--- src/rtl/mm2_trap_ctrl_pkg.sv ---
// Shared definitions for the MM2 trap/ERTN commit controller: exception codes,
// opcodes, the exception-index-to-ecode table and FSM state encodings.
package mm2_trap_ctrl_pkg;

   localparam logic [5:0] ECODE_INT = 6'h00;
   localparam logic [5:0] ECODE_ADE = 6'h08;
   localparam logic [5:0] ECODE_ALE = 6'h09;
   localparam logic [5:0] ECODE_SYS = 6'h0b;
   localparam logic [5:0] ECODE_BRK = 6'h0c;
   localparam logic [5:0] ECODE_INE = 6'h0d;
   localparam logic [5:0] ECODE_IPE = 6'h0e;

   localparam logic [8:0] ESUB_NONE = 9'd0;
   localparam logic [8:0] ESUB_ADEM = 9'd1;

   localparam logic [7:0] OP_NOP     = 8'h00;
   localparam logic [7:0] OP_CSRWR   = 8'h10;
   localparam logic [7:0] OP_CSRXCHG = 8'h11;
   localparam logic [7:0] OP_CSRRD   = 8'h12;
   localparam logic [7:0] OP_ERTN    = 8'h20;

   // Exception flag index -> ecode; index 0 is the highest priority flag.
   localparam logic [5:0] EXC_ECODE [8] = '{
      ECODE_ADE, ECODE_INE, ECODE_ALE, ECODE_SYS,
      ECODE_BRK, ECODE_IPE, ECODE_IPE, ECODE_IPE
   };

   typedef enum logic [1:0] {
      ST_IDLE   = 2'd0,
      ST_COMMIT = 2'd1,
      ST_FLUSH  = 2'd2
   } trap_state_e;

   function automatic logic ecode_has_badv(input logic [5:0] ecode);
      return (ecode == ECODE_ADE) || (ecode == ECODE_ALE);
   endfunction

endpackage

--- src/rtl/mm2_trap_ctrl_trap_int_sync.sv ---
// Multi-flop synchroniser for the asynchronous hardware interrupt lines.
module trap_int_sync
   import mm2_trap_ctrl_pkg::*;
#(
   parameter int NUM_HWI     = 8,
   parameter int SYNC_STAGES = 2
) (
   input  logic               clk,
   input  logic               resetn,
   input  logic [NUM_HWI-1:0] hw_int,
   output logic [NUM_HWI-1:0] hw_int_sync
);

   logic [NUM_HWI-1:0] stage_d [SYNC_STAGES];
   logic [NUM_HWI-1:0] stage_q [SYNC_STAGES];

   // Shift each line one stage deeper per clock.
   always_comb begin
      stage_d[0] = hw_int;
      for (int s = 1; s < SYNC_STAGES; s++) begin
         stage_d[s] = stage_q[s-1];
      end
   end

   // Synchroniser flops, cleared on reset.
   always_ff @(posedge clk or negedge resetn) begin
      if (!resetn) begin
         for (int s = 0; s < SYNC_STAGES; s++) begin
            stage_q[s] <= '0;
         end
      end else begin
         for (int s = 0; s < SYNC_STAGES; s++) begin
            stage_q[s] <= stage_d[s];
         end
      end
   end

   assign hw_int_sync = stage_q[SYNC_STAGES-1];

endmodule

--- src/rtl/mm2_trap_ctrl.sv ---
// MM2 exception/interrupt commit controller: arbitrates traps, gates CSR writes
// and sequences each trap or ERTN as COMMIT followed by FLUSH.
module mm2_trap_ctrl
   import mm2_trap_ctrl_pkg::*;
#(
   parameter int NUM_EXC      = 6,
   parameter int NUM_HWI      = 8,
   parameter int SYNC_STAGES  = 2,
   parameter int FLUSH_CYCLES = 2
) (
   input  logic               clk,
   input  logic               resetn,
   input  logic               mm2_valid,
   input  logic [7:0]         mm2_op,
   input  logic [NUM_EXC-1:0] mm2_exc_vec,
   input  logic               mm2_adem,
   input  logic [31:0]        mm2_pc,
   input  logic [31:0]        mm2_vaddr,
   input  logic [NUM_HWI-1:0] hw_int,
   input  logic               csr_ie,
   input  logic [NUM_HWI-1:0] csr_lie,
   output logic               mm2_csr_we,
   output logic [5:0]         mm2_ecode,
   output logic [8:0]         mm2_esubcode,
   output logic               exc_commit,
   output logic [31:0]        exc_era,
   output logic               badv_we,
   output logic [31:0]        exc_badv,
   output logic               ertn_commit,
   output logic               pipe_flush,
   output logic               mm2_stall,
   output logic [NUM_HWI-1:0] int_pending
);

   localparam int CNT_W = (FLUSH_CYCLES > 1) ? $clog2(FLUSH_CYCLES) : 1;

   // Lowest set index wins; NUM_EXC is limited to the 8-entry ecode table.
   function automatic logic [2:0] exc_prio_idx(input logic [NUM_EXC-1:0] vec);
      logic [2:0] idx;
      idx = 3'd0;
      for (int i = NUM_EXC - 1; i >= 0; i--) begin
         if (vec[i]) begin
            idx = i[2:0];
         end else begin
            idx = idx;
         end
      end
      return idx;
   endfunction

   trap_state_e        state_q, state_d;
   logic [CNT_W-1:0]   cnt_q, cnt_d;
   logic               ertn_q, ertn_d;
   logic               badv_flag_q, badv_flag_d;
   logic [5:0]         ecode_q, ecode_d;
   logic [8:0]         esub_q, esub_d;
   logic [31:0]        era_q, era_d;
   logic [31:0]        badv_q, badv_d;
   logic               out_en_q;

   logic [NUM_HWI-1:0] hw_int_sync_s;
   logic               int_req_s;
   logic               trap_s;
   logic [2:0]         exc_idx_s;
   logic [5:0]         trap_ecode_s;
   logic [8:0]         trap_esub_s;
   logic               csr_we_s;

   trap_int_sync #(
      .NUM_HWI     (NUM_HWI),
      .SYNC_STAGES (SYNC_STAGES)
   ) u_int_sync (
      .clk         (clk),
      .resetn      (resetn),
      .hw_int      (hw_int),
      .hw_int_sync (hw_int_sync_s)
   );

   assign int_pending = hw_int_sync_s & csr_lie;

   // Trap arbitration and next-state logic.
   always_comb begin
      state_d      = state_q;
      cnt_d        = cnt_q;
      ertn_d       = ertn_q;
      badv_flag_d  = badv_flag_q;
      ecode_d      = ecode_q;
      esub_d       = esub_q;
      era_d        = era_q;
      badv_d       = badv_q;
      csr_we_s     = 1'b0;

      int_req_s    = csr_ie & (|int_pending);
      trap_s       = mm2_valid & ((|mm2_exc_vec) | int_req_s);
      exc_idx_s    = exc_prio_idx(mm2_exc_vec);
      trap_ecode_s = int_req_s ? ECODE_INT : EXC_ECODE[exc_idx_s];
      if (!int_req_s && (trap_ecode_s == ECODE_ADE) && mm2_adem) begin
         trap_esub_s = ESUB_ADEM;
      end else begin
         trap_esub_s = ESUB_NONE;
      end

      case (state_q)
         ST_IDLE: begin
            if (trap_s) begin
               state_d     = ST_COMMIT;
               ertn_d      = 1'b0;
               badv_flag_d = !int_req_s && ecode_has_badv(trap_ecode_s);
               ecode_d     = trap_ecode_s;
               esub_d      = trap_esub_s;
               era_d       = mm2_pc;
               badv_d      = mm2_vaddr;
            end else if (mm2_valid && (mm2_op == OP_ERTN)) begin
               state_d     = ST_COMMIT;
               ertn_d      = 1'b1;
               badv_flag_d = 1'b0;
            end else begin
               csr_we_s = out_en_q & mm2_valid &
                          ((mm2_op == OP_CSRWR) || (mm2_op == OP_CSRXCHG));
            end
         end
         ST_COMMIT: begin
            state_d = ST_FLUSH;
            cnt_d   = CNT_W'(FLUSH_CYCLES - 1);
         end
         ST_FLUSH: begin
            if (cnt_q == '0) begin
               state_d = ST_IDLE;
            end else begin
               cnt_d = cnt_q - {{(CNT_W-1){1'b0}}, 1'b1};
            end
         end
         default: begin
            state_d = ST_IDLE;
         end
      endcase
   end

   // State, flush counter and latched trap record.
   always_ff @(posedge clk or negedge resetn) begin
      if (!resetn) begin
         state_q     <= ST_IDLE;
         cnt_q       <= '0;
         ertn_q      <= 1'b0;
         badv_flag_q <= 1'b0;
         ecode_q     <= 6'd0;
         esub_q      <= 9'd0;
         era_q       <= 32'd0;
         badv_q      <= 32'd0;
         out_en_q    <= 1'b0;
      end else begin
         state_q     <= state_d;
         cnt_q       <= cnt_d;
         ertn_q      <= ertn_d;
         badv_flag_q <= badv_flag_d;
         ecode_q     <= ecode_d;
         esub_q      <= esub_d;
         era_q       <= era_d;
         badv_q      <= badv_d;
         out_en_q    <= 1'b1;
      end
   end

   // Strobes decode straight from flops so reset kills them asynchronously.
   assign exc_commit   = (state_q == ST_COMMIT) & ~ertn_q;
   assign ertn_commit  = (state_q == ST_COMMIT) & ertn_q;
   assign badv_we      = (state_q == ST_COMMIT) & ~ertn_q & badv_flag_q;
   assign pipe_flush   = (state_q != ST_IDLE);
   assign mm2_stall    = (state_q != ST_IDLE);
   assign mm2_csr_we   = csr_we_s;
   assign mm2_ecode    = ecode_q;
   assign mm2_esubcode = esub_q;
   assign exc_era      = era_q;
   assign exc_badv     = badv_q;

endmodule

--- config.mk ---
export PLATFORM = sky130hd
export DESIGN_NAME = mm2_trap_ctrl
export DESIGN_NICKNAME = d
export VERILOG_FILES = /design/src/rtl/mm2_trap_ctrl_pkg.sv /design/src/rtl/mm2_trap_ctrl_trap_int_sync.sv /design/src/rtl/mm2_trap_ctrl.sv
export SDC_FILE = /design/constraint.sdc
export NUM_CORES = 1
export LEC_CHECK = 0
export CORE_UTILIZATION = 35
export CTS_CLUSTER_DIAMETER = 200
export DETAILED_ROUTE_END_ITERATION = 8
export DONT_BUFFER_PORTS = 1
export GPL_ROUTABILITY_DRIVEN = 0
export PLACE_DENSITY = 0.59
export SYNTH_ARGS = -nofsm -noshare
export SYNTH_HDL_FRONTEND = slang
export SYNTH_SLANG_ARGS = --single-unit
--- constraint.sdc ---
create_clock -name clk -period 2.2 [get_ports clk]
set_input_delay 0.44 -clock clk [delete_from_list [all_inputs] [get_ports clk]]
set_output_delay 0.44 -clock clk [all_outputs]
set_load 0.005 [all_outputs]
==> After elaboration in Yosys (flattened, before gate mapping) <==
Memory sizes are Yosys's and may differ from the RTL's.
Index checks and enable logic that the tools add are counted.
{ "totals": {"ff_bits": 101, "latchBits": 0, "ram_bits": 0, "romBits": 48, "inputBits": 99, "out_inout_bits": 93, "mem_count": 1} }
{ "op_classes": {"add_sub_neg": 1, "mul": 0, "n_div": 0, "order_cmp": 1, "eq_ne": 9, "shift": 0, "n_mux": 23, "bitwise_logic": 11, "n_reduce_logical": 16} }
{ "mem_list": {"columns": ["name", "words", "word_bits", "rd", "rd_clocked_by_memory_dff", "write_ports", "line", "source"], "rows": [
  ["(no name shown)", 8, 6, 1, 0, 0, "mm2_trap_ctrl.sv:96", "trap_ecode_s = int_req_s ? ECODE_INT : EXC_ECODE[exc_idx_s];"]
]} }
{ "op_table": {"columns": ["op", "count"], "rows": [
  ["$mux W3", 6],
  ["$mux W6", 3],
  ["$eq A8 B5 Y1 const B", 2],
  ["$eq A6 B4 Y1 const B", 2],
  ["$mux W1", 9],
  ["$and A8 B8 Y8", 1],
  ["$eq A8 B6 Y1 const B", 1],
  ["$reduce_or A8 Y1", 1],
  ["$and A1 B1 Y1", 7],
  ["$mux W2", 3],
  ["$pmux W2 S3", 1],
  ["$reduce_and A2 Y1", 3],
  ["$reduce_bool A2 Y1", 3],
  ["$reduce_or A6 Y1", 1],
  ["$ge A4 B4 Y1 const B", 1],
  ["$logic_and A1 B1 Y1", 4],
  ["$not A3 Y4", 1],
  ["$ne A3 B3 Y1 const B", 1],
  ["$eq A2 B1 Y1 const B", 1],
  ["$eq A2 B2 Y1 const B", 1],
  ["$logic_not A2 Y1", 1],
  ["$logic_or A1 B1 Y1", 2],
  ["$ne A2 B2 Y1 const B", 1],
  ["$pmux W1 S2", 1],
  ["4 further kinds", 4]
]} }

==> Longest topological paths before layout <==
Gate-level depths: netlist (run 1).
{ "logic_depth": {"depth_word": 15, "ltp_mapped": 9, "mapped_depth_nobuf": 6} }

==> Modules after synthesis <==
A second synthesis (run 1) with hierarchy kept.
{ "unflattened": {"cells_unflattened": 257, "area_unflattened_um2": 3781.1} }
{ "by_module_without_submodules": {"columns": ["mod", "instances", "cells_each", "area_each_um2"], "rows": [
  ["mm2_trap_ctrl", 1, 241, 3380.7],
  ["trap_int_sync", 1, 16, 400.4]
]} }

==> Least setup slack after synthesis (run 1) <==
OpenSTA, ideal clock, no wires.
{ "synth_path": {"kind": "reg2reg", "startpoint": "register state_q[0]", "endpoint": "register badv_q[10] (netlist: exc_badv[10])", "arrival_ns": 1.916, "slack_ns": 0.159, "stages_incl_launch_ff": 10, "period_less_slack_ns": 2.041, "cell_sequence": "dfrtp_1 > inv_1 > ha_1 > nand2_1 > or2_1 > buf_6 > o21ai_2 > buf_6 > buf_6 > mux2_4"} }
{ "synth_between": {"elab_chain_cells": 2} }
{ "synth_lines": {"columns": ["item", "line", "source"], "rows": [
  ["start: declaration", "mm2_trap_ctrl.sv:51", "trap_state_e state_q, state_d;"],
  ["start signal: assignment", "mm2_trap_ctrl.sv:152", "state_q <= state_d;"],
  ["$logic_not A2 Y1", "mm2_trap_ctrl.sv:103", "case (state_q)"],
  ["$reduce_and A2 Y1 (no source line)", null, null],
  ["end signal: assignment", "mm2_trap_ctrl.sv:159", "badv_q <= badv_d;"],
  ["end: declaration", "mm2_trap_ctrl.sv:58", "logic [31:0] badv_q, badv_d;"]
]} }
Every way passes these cells.
A chain may end at the register's enable or synchronous reset.

==> Worst setup path in the final report (run 1) <==
{ "layout_path": {"startpoint": "register state_q[0]", "endpoint": "output port mm2_csr_we"} }
{ "layout_between": {"elab_chain_cells": 2} }
{ "layout_lines": {"columns": ["item", "line", "source"], "rows": [
  ["$logic_not A2 Y1", "mm2_trap_ctrl.sv:103", null],
  ["$mux W1", "mm2_trap_ctrl.sv:103", null],
  ["end: declaration", "mm2_trap_ctrl.sv:22", "output logic mm2_csr_we,"]
]} }
Every way passes these cells.

==> reports/metrics.yaml, run 1 <==
yosys-top-cells-area: "dfrtp_1, mux2_4, mux2_2, buf_4, inv_1"
syn_area_per_cell_um2: 14.7
worst-path-buf-inv: 2
hpwlAfterDp_um: 4940
status: "finished with violations"
maxCapViolCount: 0
syn_to_final_growth_pct: 8.17
clk_path_buf_depth: 2
num-fill-cells: 1013
slowest_stage: "dfrtp_1"
start_util: 0.363
hp-class: "in2async"
hold_viol: 91
fp.dieH_um: 106
ios: 192
yosys_warnings: 0
die_area_um2: 11200
ys_async_sr_fraction: 1.00
crit_chain: "inv_1 -> ha_1 -> buf_4 -> and4b_1 -> nand3_1 -> a21oi_2"
yosysMostFrequentCell: "dfrtp_1"
seq_power_share: 0.513
cts_num_sinks: 91
wirelength_um: 6850
start_kind: "flop"
firstDrtPassIters: 4
core_area_um2: 10400
place_inst: 389
num_vias: 1955
tns_ns: 0
multi_input_area_um2: 1330
critPathMaxStageDelay_ns: 0.41
min_period_ns: 2.06
p_total_uw: 5660
synthDominantCellAreaShare: 0.602
rsz0062_at_grt: "no"
grt_pass1_wl_um: 10700
synth_seq_cells: 91
crit_type: "reg2out"
leakagePower_uw: 0.00189
avgViaCountPerCell: 4.82
htree_levels: 3
cp_top_family: "flip-flops"
dpl_cell_area_um2: 3880
pwr_density_cell_nw_per_um2: 1380
clkPwrFrac: 0.195
postRouteAntennaNets: 0
max_freq_mhz: 484
synth_edf_count: 0
violations: "hold timing"
yosys_most_used_dff: "dfrtp_1"
fin_crit_sh: 0.939
ys_seq_area_frac: 0.602
first_global_vias: 2093
p_switching_uw: 1710
nNetsFinal: 368
synthesis.area_um2: 3780
peakVddDrop_v: 0.000595
drv_slew: 0
setup_viol: 0
fin_area_um2: 4090
antenna_cells: 0
seq_area_um2: 2280
clk_pin_slew_ns: 0.09
synth_top_area_cell: "dfrtp_1"
drive_gt1_frac: 0.341
gr-total-overflow: 0
swShare: 0.302
final_cells: 406
clock_skew_ns: 0.00832
hold_ws_ns: -0.237
die_w_um: 106
root_buffer: "clkbuf_8"
drc: 0
arrival_ns: 1.62
rows: 37
cp_max_fo: 5
clk_latency_ns: 0.36
synth_cells: 257
antenna_found_initial: 0
internal_power_uw: 3950
cts_tree: "yes"
cp-end-kind: "primary output"
synth_cell_type_count: 35
p_comb_frac: 0.292
required_ns: 1.76
drt_iter0_drc: 74
portBuffers: 0
grt_max_degree: 92
grt_usage: 0.126
cts_buffers: 9
yosys-top-cells-count: "dfrtp_1, mux2_4, mux2_2"
avgRoutedWirePerCell_um: 16.9
## path summary, 6_finish.rpt
kind / end / cells after the start / from / slack [ns]
setup / recovery: mm2_csr_we / 6 / state_q[0] / 0.14
hold / removal: exc_badv[19] / 0 / resetn / -0.24
setup reg to reg: exc_badv[14] / 7 / state_q[0] / 0.27
hold reg to reg: u_int_sync.hw_int_sync[0] / 0 / u_int_sync.stage_d[0] / 0.35
max in group asynchronous: mm2_esubcode[0] / 0 / resetn / 2.32
min in group clk: u_int_sync.stage_d[6] / 0 / hw_int[6] / 0.11
## per-stage QoR
step	util	setup slack [ns]
final	0.393	0.135
after global routing	0.393	0.0275
after CTS	0.391	0.0314
after detailed placement	0.372	0.277
after global placement	0.372	0.306
after floorplan	-	0.159
## worst reg2reg max path, stage by stage, from the launching register on
cell	delay (ns)
dfrtp_1	0.41
inv_1	0.10
ha_1	0.17
nand2_1	0.07
or2_1	0.25
o21ai_4	0.10
buf_12	0.29
mux2_2	0.43
## layer usage
| layer | share of wire | vias to the layer above | GRT usage |
|---|---|---|---|
| li1 | - | 868 | - |
| met4 | 0.018 | 0 | 0.0774 |
| met5 | 0 | - | 0 |
| met1 | 0.39 | 950 | 0.142 |
| met2 | 0.49 | 127 | 0.198 |
| met3 | 0.10 | 10 | 0.0515 |
## final cells by class
cell class | count | share of cell area
Clock inverter | 6 | 0.0159
Timing Repair Buffer | 7 | 0.0159
Clock buffer | 10 | 0.0312
Multi-Input combinational cell | 141 | 0.325
Sequential cell | 91 | 0.557
Inverter | 15 | 0.0138
Tap cell | 136 | 0.0416
## power groups by stage
stage / registers (µW) / logic [µW] / clock network, µW
finish: 2900 / 1650 / 1100
floorplan: 2770 / 1540 / 0
detailed placement: 2930 / 1680 / 0
global placement: 2940 / 1630 / 0
global route: 2990 / 1800 / 1220
CTS: 2920 / 1670 / 1160
## state kept, by name, summed over array words and instances (netlist names)
name and cells:
mm2_esubcode 1, state_q 2, exc_era 32, u_int_sync.stage_d 8, mm2_ecode 4, badv_flag_q 1, ertn_q 1, cnt_q 1
exc_badv 32, out_en_q 1, u_int_sync.hw_int_sync 8
## kinds of logic after synthesis
group           after synthesis  synth area share
other cells                   2           0.00199
buf+inv                      34            0.0602
simple gates                 43            0.0579
flops                        91             0.602
mux                          66             0.234
fa+ha+maj                     4            0.0132
compound gates               17            0.0304
## cell usage in the layout (no fill, tap or decap), drive strengths merged, types with 2 or more instances in the layout
| master | n |
|---|---|
| dfrtp | 91 |
| mux2 | 65 |
| inv | 16 |
| nand2 | 15 |
| conb | 11 |
| nor2 | 10 |
| clkbuf | 10 |
| buf | 7 |
| ha | 4 |
| a21oi | 4 |
| o21ai | 4 |
| nand4 | 3 |
| nand3 | 3 |
| o22ai | 3 |
| clkinv | 3 |
| and2 | 2 |
| o32ai | 2 |
| nor3 | 2 |
## repair_timing
item                       in CTS  in global routing
hold endpoints to repair       91                 91
resized for setup               0                  2
setup endpoints to repair       0                  1
setup buffers                   0                  1
No activity file was read; power rests on OpenSTA's default activity.
==> run 2: changes to the inputs <==
Settings changed: PLACE_DENSITY 0.59 to default, PLACE_DENSITY_LB_ADDON from default to 0.1, REMOVE_ABC_BUFFERS from default to 1.
==> run 2 against run 1 <==
  * The flow still finishes with violations (hold timing)
  * Setup slack gained 0.024 ns
  * Largest power group unchanged
  * First-iteration DRC count grew 18%
  * Design area grew 1.2%
  * Flip-flop and latch count is the same
  * Final cell count grew 0.25%
  * Clock skew grew 0.0026 ns
  * Register-to-register slack gained 0.05 ns
  * Sequential share of layout area shrank 0.64 points
  * Via count shrank 0.82%
==> reports/metrics.yaml, run 2 (same netlist as run 1, synthesis figures left out) <==
status: "finished with violations"
violations: "hold timing"
antenna_found_initial: 1
p_total_uw: 5870
layout_common_cells: "dfrtp_1, mux2_4, mux2_2, inv_1, nand2_1"
r2r_slack_ns: 0.32
rows: 37
peakVddDrop_v: 0.000476
crit_type: "reg2out"
drt_iter0_drc: 87
num_vias: 1939
clk_pin_slew_ns: 0.10
utilization: 0.397
htree_levels: 3
root_buffer: "clkbuf_8"
cp-end-kind: "primary output"
die_area_um2: 11200
pwr_density_cell_nw_per_um2: 1420
num-fill-cells: 992
cts_tree: "yes"
ios: 192
start_util: 0.363
grt_max_degree: 92
fin_crit_sh: 0.928
dp_slack_ns: 0.308
cp_max_fo: 5
cts_num_sinks: 91
drive_gt1_frac: 0.341
clk_path_buf_depth: 2
clock_skew_ns: 0.0110
syn_to_final_growth_pct: 9.43
setup_viol: 0
r2r-start: "state_q[1]"
hp-class: "in2async"
required_ns: 1.76
hold_viol: 91
portBuffers: 0
tns_ns: 0
fp.dieH_um: 106
fin_ws_ns: 0.159
gr-total-overflow: 0
worstReg2RegEnd: "exc_badv[30]"
firstDrtPassIters: 4
drc: 0
arrival_ns: 1.60
cts_buffers: 9
die_w_um: 106
nNetsFinal: 368
hold_ws_ns: -0.231
avgRoutedWirePerCell_um: 17.7
multi_input_area_um2: 1330
grt_pass1_wl_um: 10800
final_common_cell: "dfrtp_1"
max_freq_mhz: 490
hpwlAfterDp_um: 4930
wirelength_um: 7190
seq_area_um2: 2280
dpl_cell_area_um2: 3880
core_area_um2: 10400
avgViaCountPerCell: 4.76
grt_usage: 0.128
start_kind: "flop"
r2r_cells: 7
leakagePower_uw: 0.00191
fin_area_um2: 4140
first_global_vias: 2111
postRouteAntennaNets: 0
drv_slew: 0
clk_latency_ns: 0.35
maxCapViolCount: 0
rsz0062_at_grt: "no"
min_period_ns: 2.04
==> run 2: cell type report <==
type,count,area share
repair buffers,7,0.0187
diodes,1,0.000605
clock buffers,9,0.0299
inverters,15,0.0136
multi-input cells,141,0.320
flip-flops and latches,91,0.550
well taps,136,0.0411
clock inverters,7,0.0254
==> run 2: per-stage QoR <==
| stage | hold slack [ns] | std cells |
|---|---|---|
| 6_report | -0.231 | 407 |
| 3_3_place_gp | 0.147 | 388 |
| 5_1_grt | -0.273 | 406 |
| 4_1_cts | -0.261 | 404 |
| 3_5_place_dp | 0.146 | 388 |
| 2_1_floorplan | 0.144 | 247 |
==> run 2: critical path, stage by stage (launching register included) <==
cell and delay, ns:
dfrtp_1 0.41, inv_1 0.11, ha_1 0.17, buf_4 0.13, and4b_1 0.18, nand3_1 0.08, a21oi_1 0.17
==> run 2: power by group <==
group / leakage [µW] / switching (µW) / total (µW) / internal [µW]
clock: 0.000113 / 639 / 1300 / 661
sequential: 0.00107 / 546 / 2910 / 2360
combinational: 0.000726 / 589 / 1660 / 1070
total: 0.00191 / 1770 / 5870 / 4090
==> run 2: worst max path at each step <==
| stage | endpoint | startpoint | cells after the start |
|---|---|---|---|
| 6_report | mm2_csr_we | state_q[1] | 6 |
| 5_1_grt | mm2_csr_we | state_q[1] | 6 |
| 4_1_cts | mm2_csr_we | u_int_sync.hw_int_sync[6] | 5 |
| 3_5_place_dp | state_q[1] | mm2_op[1] | 4 |
| 3_3_place_gp | exc_era[6] | state_q[0] | 7 |
| 2_1_floorplan | exc_badv[14] | state_q[0] | 5 |
==> run 2: per-layer routing <==
| metal | vias to the layer above | GRT usage | part of all wire |
|---|---|---|---|
| li1 | 866 | - | - |
| met1 | 954 | 0.157 | 0.42 |
| met2 | 114 | 0.194 | 0.47 |
| met3 | 5 | 0.0632 | 0.093 |
| met4 | 0 | 0.0446 | 0.0079 |
| met5 | - | 0 | 0 |
==> run 2: what timing repair did <==
item	CTS	global route
endpoints found under the setup margin	0	1
hold endpoints to repair	91	91
gates resized for setup	0	1
buffers inserted	0	2
